[config.mk]
export PLATFORM = sky130hd
export DESIGN_NAME = lap_stopwatch
export DESIGN_NICKNAME = d
export VERILOG_FILES = /design/src/rtl/lap_stopwatch.sv
export SDC_FILE = /design/constraint.sdc
export NUM_CORES = 1
export LEC_CHECK = 0
export CORE_MARGIN = 1
export CORE_UTILIZATION = 45
export DETAILED_ROUTE_END_ITERATION = 12
export SLEW_MARGIN = 40
export SYNTH_ARGS = -nofsm -noshare
export SYNTH_HDL_FRONTEND = slang
export SYNTH_SLANG_ARGS = --single-unit
[constraint.sdc]
create_clock -name clk -period 2.52 [get_ports clk]
set_input_delay 0.63 -clock clk [delete_from_list [all_inputs] [get_ports clk]]
set_output_delay 0.63 -clock clk [all_outputs]
set_load 0.02 [all_outputs]
[src/rtl/lap_stopwatch.sv]
// Millisecond lap stopwatch: debounced-edge request inputs, BCD counter with
// wrap/saturate, lap freeze and a registered multiplexed 7-segment driver.
module lap_stopwatch #(
  parameter int CLK_DIV    = 49999,
  parameter int NUM_DIGITS = 4,
  parameter int SCAN_DIV   = 8192,
  parameter int DP_POS     = 3,
  parameter int WRAP       = 1
) (
  input  logic                    clk,
  input  logic                    reset,
  input  logic                    start,
  input  logic                    stop,
  input  logic                    clear,
  input  logic                    lap,
  output logic [6:0]              segment,
  output logic [NUM_DIGITS-1:0]   an,
  output logic                    dp,
  output logic                    running,
  output logic                    overflow,
  output logic [4*NUM_DIGITS-1:0] count_bcd
);

  localparam int PW = (CLK_DIV > 0) ? $clog2(CLK_DIV + 1) : 1;
  localparam int SW = (SCAN_DIV > 1) ? $clog2(SCAN_DIV) : 1;
  localparam int IW = $clog2(NUM_DIGITS);
  localparam int CW = 4 * NUM_DIGITS;

  typedef enum logic [1:0] {S_IDLE = 2'd0, S_RUN = 2'd1, S_PAUSE = 2'd2, S_OVF = 2'd3} state_t;

  function automatic logic all_nines(input logic [CW-1:0] v);
    logic r;
    r = 1'b1;
    for (int d = 0; d < NUM_DIGITS; d++) begin
      if (v[4*d +: 4] != 4'd9) r = 1'b0;
      else r = r;
    end
    return r;
  endfunction

  function automatic logic [CW-1:0] bcd_inc(input logic [CW-1:0] v);
    logic [CW-1:0] r;
    logic          c;
    c = 1'b1;
    r = v;
    for (int d = 0; d < NUM_DIGITS; d++) begin
      if (c && (v[4*d +: 4] == 4'd9)) begin
        r[4*d +: 4] = 4'd0;
      end else if (c) begin
        r[4*d +: 4] = v[4*d +: 4] + 4'd1;
        c = 1'b0;
      end else begin
        r[4*d +: 4] = v[4*d +: 4];
      end
    end
    return r;
  endfunction

  function automatic logic [6:0] seg_enc(input logic [3:0] d);
    case (d)
      4'd0:    return 7'h40;
      4'd1:    return 7'h79;
      4'd2:    return 7'h24;
      4'd3:    return 7'h30;
      4'd4:    return 7'h19;
      4'd5:    return 7'h12;
      4'd6:    return 7'h02;
      4'd7:    return 7'h78;
      4'd8:    return 7'h00;
      4'd9:    return 7'h10;
      default: return 7'h7F;
    endcase
  endfunction

  // bit order everywhere: 0=start 1=stop 2=clear 3=lap
  logic [3:0] sync1_q, sync2_q, prev_q, armed_q;
  logic       valid_q;
  logic       start_s, stop_s, clear_s, lap_s;

  // Input synchronizers; a request only counts once its level was seen low after reset.
  always_ff @(posedge clk) begin
    if (reset) begin
      sync1_q <= 4'b0000;
      sync2_q <= 4'b0000;
      prev_q  <= 4'b0000;
      armed_q <= 4'b0000;
      valid_q <= 1'b0;
    end else begin
      sync1_q <= {lap, clear, stop, start};
      sync2_q <= sync1_q;
      prev_q  <= sync2_q;
      armed_q <= armed_q | ({4{valid_q}} & ~sync1_q);
      valid_q <= 1'b1;
    end
  end

  assign start_s = sync2_q[0] & ~prev_q[0] & armed_q[0];
  assign stop_s  = sync2_q[1] & ~prev_q[1] & armed_q[1];
  assign clear_s = sync2_q[2] & ~prev_q[2] & armed_q[2];
  assign lap_s   = sync2_q[3] & ~prev_q[3] & armed_q[3];

  state_t          state_q, state_d;
  logic [PW-1:0]   presc_q, presc_d;
  logic [CW-1:0]   count_q, count_d, disp_q, disp_d;
  logic            ovf_q, ovf_d, lap_q, lap_d, run_q, run_d, tick_s;
  logic [SW-1:0]   scan_q, scan_d;
  logic [IW-1:0]   idx_q, idx_d;
  logic [6:0]      seg_q, seg_d;
  logic [NUM_DIGITS-1:0] an_q, an_d;
  logic            dp_q, dp_d;

  // Next-state logic: FSM, prescaler, BCD count and lap freeze.
  always_comb begin
    state_d = state_q;
    presc_d = presc_q;
    count_d = count_q;
    ovf_d   = ovf_q;
    lap_d   = lap_q;
    tick_s  = 1'b0;
    disp_d  = lap_q ? disp_q : count_q;
    case (state_q)
      S_IDLE: begin
        presc_d = '0;
        count_d = '0;
        ovf_d   = 1'b0;
        lap_d   = 1'b0;
        if (start_s && !stop_s) state_d = S_RUN;
        else state_d = S_IDLE;
      end
      S_RUN: begin
        if (presc_q == PW'(CLK_DIV)) begin
          presc_d = '0;
          tick_s  = 1'b1;
        end else begin
          presc_d = presc_q + PW'(1);
        end
        if (lap_s) lap_d = ~lap_q;
        else lap_d = lap_q;
        if (stop_s) state_d = S_PAUSE;
        else state_d = S_RUN;
        // saturation outranks a concurrent stop request
        if (tick_s && all_nines(count_q)) begin
          ovf_d = 1'b1;
          if (WRAP != 0) count_d = '0;
          else state_d = S_OVF;
        end else if (tick_s) begin
          count_d = bcd_inc(count_q);
        end else begin
          count_d = count_q;
        end
      end
      S_PAUSE, S_OVF: begin
        if (clear_s) begin
          state_d = S_IDLE;
          presc_d = '0;
          count_d = '0;
          ovf_d   = 1'b0;
          lap_d   = 1'b0;
        end else begin
          if (lap_s) lap_d = ~lap_q;
          else lap_d = lap_q;
          if ((state_q == S_PAUSE) && start_s && !stop_s) state_d = S_RUN;
          else state_d = state_q;
        end
      end
      default: state_d = S_IDLE;
    endcase
    run_d = (state_d == S_RUN);
  end

  // Free-running digit scan and registered display drive.
  always_comb begin
    if (scan_q == SW'(SCAN_DIV - 1)) begin
      scan_d = '0;
      if (idx_q == IW'(NUM_DIGITS - 1)) idx_d = '0;
      else idx_d = idx_q + IW'(1);
    end else begin
      scan_d = scan_q + SW'(1);
      idx_d  = idx_q;
    end
    seg_d = seg_enc(disp_q[{idx_q, 2'b00} +: 4]);
    an_d  = ~(NUM_DIGITS'(1) << idx_q);
    if (int'(idx_q) == DP_POS) dp_d = 1'b0;
    else dp_d = 1'b1;
  end

  // State and output registers.
  always_ff @(posedge clk) begin
    if (reset) begin
      state_q <= S_IDLE;
      presc_q <= '0;
      count_q <= '0;
      disp_q  <= '0;
      ovf_q   <= 1'b0;
      lap_q   <= 1'b0;
      run_q   <= 1'b0;
      scan_q  <= '0;
      idx_q   <= '0;
      seg_q   <= 7'h7F;
      an_q    <= '1;
      dp_q    <= 1'b1;
    end else begin
      state_q <= state_d;
      presc_q <= presc_d;
      count_q <= count_d;
      disp_q  <= disp_d;
      ovf_q   <= ovf_d;
      lap_q   <= lap_d;
      run_q   <= run_d;
      scan_q  <= scan_d;
      idx_q   <= idx_d;
      seg_q   <= seg_d;
      an_q    <= an_d;
      dp_q    <= dp_d;
    end
  end

  assign segment   = seg_q;
  assign an        = an_q;
  assign dp        = dp_q;
  assign running   = run_q;
  assign overflow  = ovf_q;
  assign count_bcd = count_q;

endmodule

### After elaboration in Yosys (flattened, before gate mapping)

Memories as Yosys holds them, arrays and structs flattened. A register that Yosys moved wholly into a read port is not among the register bits.
Index checks and enable logic that the tools add are counted.

| storage, ports and cells | value |
|---|---|
| flip-flop bits (word level) | 90 |
| bits in read-only memories | 112 |
| input port bits | 6 |
| output and inout port bits | 30 |
| logic and storage cells | 130 |
| memories kept | 1 |

Memory list:

| memory | words | width | rd ports | clocked after memory_dff | write ports | line | source |
|---|---|---|---|---|---|---|---|
| (no name shown) | 16 | 7 | 1 | 1 | 0 | 60 | `case (d)` |

| cells by class | value |
|---|---|
| add/subtract/negate cells | 7 |
| equality and inequality tests | 22 |
| shifts and indexed selects | 2 |
| mux-type cells | 46 |
| bitwise gates (word level) | 17 |
| reductions and logical operators | 16 |

Operators with widths:

| kind | count |
|---|---|
| $pmux 16 s3 | 2 |
| $mux 16 | 4 |
| $mux 4 | 7 |
| $ne 4x4->1 const B | 7 |
| $mux 1 | 26 |
| $add 16x1->16 const B | 1 |
| $add 4x1->4 const B | 4 |
| $eq 16x16->1 const B | 1 |
| $eq 4x4->1 const B | 4 |
| $shiftx 16x5->4 | 1 |
| $add 13x1->13 const B | 1 |
| $eq 13x13->1 const B | 1 |
| $reduce_and 3->1 | 3 |
| $and 1x1->1 | 8 |
| $mux 2 | 4 |
| $not 4->4 | 2 |
| $logic_and 1x1->1 | 7 |
| $eq 2x1->1 const B | 3 |
| $eq 2x2->1 const B | 3 |
| $pmux 1 s3 | 2 |
| $pmux 2 s3 | 1 |
| $not 1->1 | 5 |
| $and 4x4->4 | 1 |
| $ne 2x2->1 const B | 2 |
| other kinds (8) | 10 |

### Depth between registers and ports, before layout

| depth | value |
|---|---|
| word-level depth | 24 |
| gate-level depth with buffers | 8 |
| gate-level depth less buffers | 7 |

### Worst setup path after synthesis

No wires, ideal clock.

| timing | value |
|---|---|
| path type | reg2reg |
| from | register count_q[0], in the netlist count_bcd[0] |
| to | register count_q[10], in the netlist count_bcd[10] |
| setup time | 70 ps |
| data arrival time | 1880 ps |
| data required time | 2450 ps |
| slack | 569 ps |
| stages on the path, launching flop included | 7 |
| path buffers | 0 |
| clock period less this slack | 1951 ps |
| cell sequence | dfxtp_1 > ha_1 > nand3b_1 > o21ai_2 > o211ai_4 > or4_1 > a21oi_1 |

| on the way | value |
|---|---|
| word-level cells in the longest chain between the ends | 15 |
| elaborated cells between the ends (all ways) | 25 |
| classes of those cells | eq/ne (4); mux (17); reduce/logical (4) |

Ends and longest elaborated chain:

| item | line | source |
|---|---|---|
| start: declaration | 104 | `logic [CW-1:0] count_q, count_d, disp_q, disp_d;` |
| start signal: assignment | 205 | `count_q <= count_d;` |
| $eq 4x4->1 | 47 | `if (c && (v[4*d +: 4] == 4'd9)) begin` |
| $mux 1 | 47 |  |
| $mux 1 | 146 | `end else if (tick_s) begin` |
| $mux 1 | 142 | `if (tick_s && all_nines(count_q)) begin` |
| $mux 1 | 121 | `case (state_q)` |
| $logic_and 1x1->1 | 47 |  |
| $mux 1 | 47 |  |
| $mux 1 | 146 |  |
| $mux 1 | 142 |  |
| $mux 1 | 121 |  |
| $logic_and 1x1->1 | 47 |  |
| $mux 4 | 47 |  |
| $mux 16 | 146 |  |
| $mux 16 | 142 |  |
| $pmux 16 s3 | 121 |  |

Several ways; a longest one is shown, not always the timed one. The select of a mux whose other input is x is not followed.
A chain may end at the register's enable or synchronous reset.

### Worst setup path in the final report

| timing | value |
|---|---|
| from | register presc_q[0] |
| to | register count_q[3], in the netlist count_bcd[3] |

| on the way | value |
|---|---|
| word-level cells in the longest chain between the ends | 6 |
| elaborated cells between the ends (all ways) | 8 |
| classes of those cells | eq/ne (2); mux (4); reduce/logical (2) |

Ends and longest elaborated chain:

| item | line | source |
|---|---|---|
| start: declaration | 103 | `logic [PW-1:0] presc_q, presc_d;` |
| start signal: assignment | 204 | `presc_q <= presc_d;` |
| $eq 16x16->1 * | 131 | `if (presc_q == PW'(CLK_DIV)) begin` |
| $mux 1 * | 131 |  |
| $mux 1 * | 121 |  |
| $logic_and 1x1->1 | 142 |  |
| $mux 16 / $ne 3x3->1 (equally long branches) | n/a |  |
| $pmux 16 s3 / $reduce_and 2->1 (equally long branches) | n/a |  |

Mark *: on every way between the ends. The rest lies on a longest branch, timed or not. The select of a mux whose other input is x is not followed.

==> key figures <==
Clock tree
  – H-tree levels: 3
  – CTS tree: built
  – Clock sink total: 96
  – Skew-Pair Late Insertion Delay: around 360 ps
  – CTS Root Cell: clkbuf_8
  – Hold buffer count at cts: 0
  – Clock buffer count from CTS: 9
  – Post-CTS setup buffer count: 0
  – Reg clk slew, reported paths: ~100 ps
  – Post-CTS sizing: 0
  – Max Buffers Root-to-Sink: 2

Routing
  – Remaining DRCs: 2
  – Drt via density: 5.38
  – Aggregate routed wire length: approximately 8500 um
  – Routed WL per cell: approximately 14 um
  – Total number of vias: 3227
  – DR pass1 iterations: 8
  – ANT nets after route: 0
  – Initial drt markers: approximately 140

STA
  – Final setup margin: 246 ps
  – Crit share post-route: 0.902
  – Count of final max-slew check failures: 0
  – Fmax: around 440 MHz
  – RSZ-0062 raised after global routing: no
  – # setup viols final: 0
  – Max_slew headroom: 0.605
  – Clock skew: ~14 ps
  – Final Hold Fails: 0
  – Fin Setup TNS: 0 ps
  – Min Clock Period, post-route: about 2300 ps
  – Worst slew pin tran: 592 ps

Global route
  – Total GRT Usage: 0.185
  – Largest net degree at the start of global routing: slightly below 70
  – Initial antenna violation count: 0
  – Vias in the first global route: slightly above 3000
  – Gr ovfl total: 0
  – First-pass GRT wire length: 14500 um

Worst hold path
  – Hold EP: scan_q[0]
  – Hold Path Stages: 1
  – Hold wc startpoint: scan_q[0]
  – Hold WC Path Type: flip-flop to flip-flop

Yosys
  – Yosys cell types: 48
  – Count leader, synth: dfxtp_1
  – Post-synth ARST share: 0
  – Commonest cells post-synth: dfxtp_1, nor2_1, a21oi_1, nand2_1
  – Top-area cell type share of the netlist area: 0.460
  – Synth Cell Area: approximately 4200 um2
  – Post-Synthesis Cells: roughly 460
  – Area leader, netlist: dfxtp_1
  – Synth top area cells: dfxtp_1, nor2_1, ha_1
  – Synth Flop Type: dfxtp_1
  – Syn Area/Cell: 9.14 um2
  – Seq/Total Area, Yosys: 0.460
  – #FFs+latches synth: 96
  – Yosys warns: 0
  – Syn_nets: just under 500
  – Number of synthesized flops with an enable pin: 0

Final layout
  – Fraction of layout cells with a size suffix above 1: 0.0650
  – # diodes: 0
  – Final nets: 512
  – Area delta synth->final: 15.3%
  – Final Util: 0.544

Critical path
  – Worst EP required: 2800 ps
  – R2R Setup Slk: 250 ps
  – Crit path DAT: ~2600 ps
  – Setup crit start kind: flip-flop
  – Reg2Reg Depth: 6
  – Critical R2R Launch: presc_q[0]
  – CP endpoint kind: flip-flop
  – RR Endpoint: count_bcd[3]
  – WS Path Type: flip-flop to flip-flop
  – Max Fanout on Critical Path: 14

Floorplanning
  – Die W: 98.3 um
  – Rows: 34
  – Ports: 36
  – Chip height: 98.3 um
  – Die area: 9670 um2
  – Core Area: between 8000 and 9000 um2
  – Initial Util: 0.472

Power
  – Leakage dissipation: ~1.7 nW
  – IR Drop Worst-Case VDD: 0.272 mV
  – P per Cell Area: about 560 nW/um2

Placed design
  – Routability cong.: 0.864
  – Post-Place Setup Slack: 291 ps
  – Post-DP HPWL: slightly below 6000 um
  – Port Buffers: 35

Run status
  – Failing checks: DRC
  – Status: finished with violations

Run
  – MaxCap Viol Count: 0
[placed cells by master, fill, tap and decap left out, types with 3 or more instances in the layout]
cell type        instances
mux2i_1                 20
clkdlybuf4s50_1         34
and3_1                   7
nand3_1                 15
nor3_1                   5
a211oi_1                 4
nand2_1                 31
ha_1                    19
a311oi_1                 3
nor4_1                   4
xor2_1                  11
dfxtp_1                 95
mux4_2                   4
or3_1                    9
inv_1                   20
or4_1                    7
nand4_1                  7
a21oi_1                 31
buf_4                    3
nor2_1                  66
nand2b_1                 3
clkbuf_8                10
nor2b_1                 10
o21ai_0                 18
and4_1                   4
nand3b_1                 8
xnor2_1                  9
and2_1                   3
[worst max-delay path: stages, from the launching register on]
cell and delay [ps]:
dfxtp_1 380, ha_1 260, and4b_1 240, and4_1 450, o21ai_2 240, or4_1 510, a21oi_1 140
[cells by family after synthesis]
kind of cell             Yosys count  synth area share
XOR/XNOR                          20            0.0419
AND/OR/NAND/NOR                  186             0.225
multiplexers                      24            0.0695
adder cells (fa/ha/maj)           19            0.0569
flip-flops                        96             0.460
buffers and inverters             40            0.0395
AO/OA/AOI/OAI                     72             0.107
[per-layer routing]
layer,wire [um],up-vias,GRT usage
li1,-,1643,-
met1,4250,1524,0.254
met2,3940,52,0.291
met3,224,8,0.0308
met4,105,0,0.0735
met5,0,-,0
[where the power goes]
group          total (mW)  switching (mW)  internal (mW)
logic               0.107          0.0637         0.0437
registers            1.55          0.0125           1.54
clock network        1.04           0.544          0.494
total                2.70           0.620           2.08
[registers in the layout, indices dropped and copies added, names as in the netlist, 2 cells and up]
register,count
sync1_q,4
armed_q,4
presc_q,16
idx_q,2
sync2_q,4
segment,7
an,4
state_q,2
disp_q,16
count_bcd,16
prev_q,4
scan_q,13
[worst max-delay path by stage]
stage | start | to | cells after the start
after global placement | presc_q[0] | count_bcd[2] | 6
after global routing | presc_q[0] | count_bcd[3] | 6
after CTS | presc_q[0] | count_bcd[3] | 6
after detailed placement | presc_q[0] | count_bcd[2] | 6
final | presc_q[0] | count_bcd[3] | 6
after floorplan | count_bcd[0] | count_bcd[10] | 6
[per-stage QoR]
stage	total power, mW	instances	cell area (um2)	hold WS, ps
6_report	2.70	600	4820	445
5_1_grt	2.81	600	4820	466
4_1_cts	2.73	600	4820	446
3_5_place_dp	1.70	584	4610	432
3_3_place_gp	1.70	584	4610	425
2_1_floorplan	1.66	457	4180	410
[layout make-up]
type	count	area, um2
inverter	20	75.1
timing repair buffer	39	388
tap	108	135
clock buffer	11	141
multi-input combinational	321	2090
sequential	96	1920
fill	834	4030
clock inverter	5	63.8
Note: power is estimated with default switching activity, not from simulation.
